[config.mk]
export PLATFORM = sky130hd
export DESIGN_NAME = twiddle_factor_index
export DESIGN_NICKNAME = d
export VERILOG_FILES = /design/src/rtl/tfi_pkg.sv /design/src/rtl/tfi_stage_encoder.sv /design/src/rtl/twiddle_factor_index.sv
export SDC_FILE = /design/constraint.sdc
export NUM_CORES = 1
export LEC_CHECK = 0
export CAP_MARGIN = 25
export CORE_UTILIZATION = 35
export CTS_CLUSTER_DIAMETER = 150
export DETAILED_ROUTE_END_ITERATION = 10
export PLACE_DENSITY = 0.66
export SYNTH_ARGS = -nofsm -noshare
export SYNTH_HDL_FRONTEND = slang
export SYNTH_HIERARCHICAL = 1
export SYNTH_SLANG_ARGS = --single-unit
export TNS_END_PERCENT = 20
[constraint.sdc]
create_clock -name clk -period 2.3 [get_ports clk]
set_clock_uncertainty 0.1 [all_clocks]
set_input_delay 0.345 -clock clk [delete_from_list [all_inputs] [get_ports clk]]
set_output_delay 0.345 -clock clk [all_outputs]
set_load 0.03 [all_outputs]
[src/rtl/tfi_pkg.sv]
// tfi_pkg: shared constants and types for the twiddle-factor index generator.
//   LOG2N_DEFAULT : default log2 of the FFT size (64-point transform)
//   N_HALF        : indices emitted per stage sequence for the default size
//   tfi_idx_t     : twiddle ROM index type for the default size
//   tfi_state_e   : control FSM states
package tfi_pkg;

   localparam int LOG2N_DEFAULT = 6;
   localparam int N_HALF        = 1 << (LOG2N_DEFAULT - 1);

   typedef logic [LOG2N_DEFAULT-1:0] tfi_idx_t;

   typedef enum logic {
      IDLE = 1'b0,
      RUN  = 1'b1
   } tfi_state_e;

endpackage

[src/rtl/tfi_stage_encoder.sv]
// tfi_stage_encoder: combinational one-hot to binary priority encoder.
// The lowest set bit wins, so a multi-hot select degrades to its lowest stage.
//   sel  : W-bit stage select (one-hot expected)
//   idx  : index of the lowest set bit of sel (0 when sel is zero)
//   zero : high when no bit of sel is set
module tfi_stage_encoder #(
   parameter int W  = 6,
   parameter int KW = $clog2(W)
) (
   input  logic [W-1:0]  sel,
   output logic [KW-1:0] idx,
   output logic          zero
);

   always_comb begin
      idx  = '0;
      zero = 1'b1;
      // Scan from the top down so the lowest set bit is the last to assign.
      for (int b = W - 1; b >= 0; b--) begin
         if (sel[b]) begin
            idx  = KW'(b);
            zero = 1'b0;
         end
      end
   end

endmodule

[src/rtl/twiddle_factor_index.sv]
// twiddle_factor_index: twiddle ROM index sequencer for one radix-2 FFT stage.
// A start pulse latches the stage (lowest set bit of the one-hot select) and
// the block then emits N/2 registered indices, one per clock.
// Build option: define TFI_DIF_EN for decimation-in-frequency ordering,
// out = (i mod 2^(LOG2N-1-k)) << k; otherwise DIT ordering,
// out = (i mod 2^k) << (LOG2N-1-k).
//   clk   : rising-edge clock
//   rst   : asynchronous active-high reset
//   stage : one-hot stage select, sampled only when start is accepted
//   start : single-cycle request to begin a stage sequence
//   out   : registered twiddle ROM index
//   valid : out holds a sequence index this cycle
//   done  : high together with the last valid index of a sequence
//
// state | meaning
// ------+------------------------------------------------------------
// IDLE  | waiting for start with a non-zero stage; outputs held at 0
// RUN   | emitting indices; leaves on the edge after the done cycle
module twiddle_factor_index
   import tfi_pkg::*;
#(
   parameter int LOG2N = LOG2N_DEFAULT
) (
   input  logic             clk,
   input  logic             rst,
   input  logic [LOG2N-1:0] stage,
   input  logic             start,
   output logic [LOG2N-1:0] out,
   output logic             valid,
   output logic             done
);

   localparam int KW = $clog2(LOG2N);
   localparam int CW = LOG2N - 1;

   tfi_state_e       state_q, state_n;
   logic [CW-1:0]    cnt_q, cnt_n;
   logic [KW-1:0]    k_q, k_n;
   logic [LOG2N-1:0] out_n;
   logic             valid_n, done_n;

   logic [KW-1:0]    enc_k;
   logic             enc_zero;

   logic [LOG2N-1:0] iw, mask, idx_val;
   logic [KW-1:0]    sh;

   tfi_stage_encoder #(
      .W  (LOG2N),
      .KW (KW)
   ) u_enc (
      .sel  (stage),
      .idx  (enc_k),
      .zero (enc_zero)
   );

   assign iw = {1'b0, cnt_q};
   assign sh = KW'(LOG2N - 1) - k_q;

`ifdef TFI_DIF_EN
   assign mask    = (LOG2N'(1) << sh) - LOG2N'(1);
   assign idx_val = (iw & mask) << k_q;
`else
   assign mask    = (LOG2N'(1) << k_q) - LOG2N'(1);
   assign idx_val = (iw & mask) << sh;
`endif

   always_comb begin
      state_n = state_q;
      cnt_n   = cnt_q;
      k_n     = k_q;
      out_n   = '0;
      valid_n = 1'b0;
      done_n  = 1'b0;
      case (state_q)
         IDLE: begin
            if (start && !enc_zero) begin
               // Index 0 is always 0, so the first output needs no shift logic.
               state_n = RUN;
               k_n     = enc_k;
               cnt_n   = CW'(1);
               valid_n = 1'b1;
            end
         end
         RUN: begin
            if (done) begin
               state_n = IDLE;
               cnt_n   = '0;
            end else begin
               out_n   = idx_val;
               valid_n = 1'b1;
               done_n  = &cnt_q;
               cnt_n   = cnt_q + CW'(1);
            end
         end
         default: begin
            state_n = IDLE;
            cnt_n   = '0;
         end
      endcase
   end

   always_ff @(posedge clk or posedge rst) begin
      if (rst) begin
         state_q <= IDLE;
         cnt_q   <= '0;
         k_q     <= '0;
         out     <= '0;
         valid   <= 1'b0;
         done    <= 1'b0;
      end else begin
         state_q <= state_n;
         cnt_q   <= cnt_n;
         k_q     <= k_n;
         out     <= out_n;
         valid   <= valid_n;
         done    <= done_n;
      end
   end

endmodule

==> run summary <==
status -> finished, final reports clean
crit path DAT -> 1.60 ns
post-synthesis mux area share -> 3.91%
I/O pin total -> 17
YS warnings -> 6
Post-synth top cells -> dfrtp_1 (16), nor2_1 (9), nand2_1 (7), o21ai_0 (5), o22ai_1 (4)
cells along the critical path -> clkdlybuf4s50_1
reg2reg end -> out[5]
largest net degree at the start of global routing -> 17
Slowest cell on crit path -> clkdlybuf4s50_1
Post-Synth Adder-Cell Area -> 4.35%
Resized cells post-CTS -> 0
Comb pwr share -> 46.6%
dominant cells by area after synthesis -> dfrtp_1 (46%), ha_1 (4.3%), nor2_1 (3.9%)
reg2reg setup slack -> 0.31 ns
critical path class -> flip-flop to output port
P&R area growth vs syn -> 24.5%
Post-Synth XOR/XNOR Area -> 0%
Final Cell Area -> 0.00107 mm^2
P_int -> 697 uW
total of max-cap violations -> 0
switching power -> 472 uW
Worst-path clk slew -> 0.09 ns
filler instances -> 221
Synth Net Count -> 100
Top delay family on crit path -> buffers and inverters
dpl hpwl -> 1.24 mm
CP required -> 1.86 ns
Max FO, Critical Path -> 11
# rows -> 17
Hold Buf Count CTS -> 0
vias in the first global route -> 685
final hold slack -> 0.325 ns
CP startpoint kind -> flip-flop
area leader, netlist -> dfrtp_1
FF/Latch Area -> 400 um^2
CTS Sinks -> 16
RSZ-0062 raised after global routing -> no
largest family of logic cells by synthesized area -> simple AND/OR/NAND/NOR gates
DR iter-0 viols -> 4
Multi-input gate area -> 430 um^2
Post-Place Cell Area -> 0.00105 mm^2
reg2reg start -> k_q[1]
Die Wd -> 51.7 um
share of flip-flops with an asynchronous set or reset -> 100%
first-pass GRT wire length -> 2.77 mm
grt total ovfl -> 0
Critical Path End Type -> output port
worst path bufs/invs -> 1
Synth Area in Compound Gates -> 15.2%
slowest cell delay on critical path -> 0.74 ns
clock buffer count from CTS -> 3
Pwr Density -> 1090 mW/mm^2
Sw Ratio -> 40.4%
final period utilization -> 88.7%
DRT Pass-1 Iters -> 3
Slew Limit Fails -> 0
simple-gate portion of the synthesized area -> 26.4%
Residual DRC -> 0
Post-Synthesis Cells -> 88
vias per inst -> 5.30
CTS tree -> built
max_slew headroom -> 60.4%
Final ANT Viol Nets -> 0
Die H -> 51.7 um
die area -> 0.00267 mm^2
Clock Tree Root -> clkbuf_4
R2R cell count -> 5
initial antenna violation count -> 0
Period minus WS final -> 2.04 ns
Max Root-Sink Buffers -> 2
Fin Setup TNS -> 0 ns
Post-synth EDFFs -> 0
DR WL/cell -> 12.2 um
Yosys reg bits -> 16
sequential cell area fraction in the yosys report -> 46.4%
VDD IR max -> 0.374 mV
clk_lat worst skew -> 0.28 ns
CTS HTree Levels -> 1
top_reg_cell synth -> dfrtp_1
routed wire length -> 1.64 mm
Placed Instances -> 131
gp weighted congestion -> 0.906
gr usage total -> 14.5%
DR vias -> 710
LEAKAGE -> 0.000467 uW
sequential share of power -> 41.3%
Synth top area share -> 46.4%
Avg Synthesized Cell Area -> 9.81 um^2
# nets final -> 120
Unique masters post-synth -> 33
fmax -> 490 MHz
clock network fraction of total power -> 12.1%
Final setup viols -> 0
Worst-Margin Slew -> 0.593 ns
# diodes -> 0
layout cells sized above 1 -> 10.4%
worst hold path type -> input port to async pin
Post-CTS Setup Bufs -> 0
final-report hold violation count -> 0
most frequent cell after synthesis -> dfrtp_1
Initial Util -> 37.9%
core area -> 0.00228 mm^2
Mapped Area -> 863 um^2
fin cells -> 134
Port Buffers -> 16
[cell families (layout without fill, tap and decap cells)]
kind of cell / Yosys count / after routing
DFF: 16 / 16
AOI/OAI and AO/OA: 20 / 20
muxes: 3 / 3
adders and majority gates: 3 / 3
buffers and inverters: 6 / 24
and+or+nand+nor: 40 / 40
[sequential cells by signal, summed over array words and instances, names as in the netlist]
| signal | cells |
|---|---|
| cnt_q | 5 |
| state_q | 1 |
| done | 1 |
| out | 6 |
| k_q | 3 |
[worst max path at each step]
stage                  start  endpoint  cells after the start
floorplan             k_q[0]    out[5]                      6
global placement    stage[0]    k_q[0]                      6
detailed placement  stage[1]    k_q[1]                      6
CTS                  state_q     valid                      1
global route         state_q     valid                      1
finish               state_q     valid                      1
[power groups by stage]
stage,clock (uW),combinational [uW],sequential [uW]
after detailed placement,0,545,485
after CTS,147,546,480
final,142,545,483
after global routing,161,598,494
after floorplan,0,371,501
after global placement,0,533,479
[cell usage in the layout (no fill, tap or decap)]
cell and instances:
a21o_1 2, a21oi_1 2, a221oi_1 1, a22oi_1 1, a2bb2oi_1 1, a31oi_1 1
and2_1 1, and2b_1 1, and3_1 1, buf_4 2, clkbuf_4 3, clkdlybuf4s50_1 16
dfrtp_1 16, ha_1 3, inv_1 3, mux2_2 3, nand2_1 7, nand2b_1 3
nand2b_4 1, nand3_1 3, nand3b_1 2, nor2_1 9, nor2b_1 3, nor3_1 2
nor3_2 1, nor3b_1 2, o21a_1 1, o21ai_0 5, o22ai_1 4, o2bb2ai_1 1
o41ai_1 1, or3_1 2, or4_1 1, or4_4 1
[through the flow]
step | power [uW] | setup slack, ns | util, %
after floorplan | 872 | 0.295 | -
after global placement | 1010 | 0.121 | 46.2
after detailed placement | 1030 | 0.0832 | 46.2
after CTS | 1170 | 0.251 | 47.2
after global routing | 1250 | 0.192 | 47.2
final | 1170 | 0.259 | 47.2
[routing by layer]
layer,global-route usage [%],vias to the layer above,routed length [um]
met5,0,-,0
met4,14.4,0,68
met3,1.75,6,53
met2,23.6,23,811
met1,15.9,325,704
li1,-,356,-
[cell type report]
cell class,count,area share [%]
clock buffers,3,2.10
inverters,3,1.05
multi-input cells,66,40.0
flip-flops and latches,16,37.3
well taps,28,3.26
repair buffers,18,16.3
Note: power is estimated with default switching activity, not from simulation.
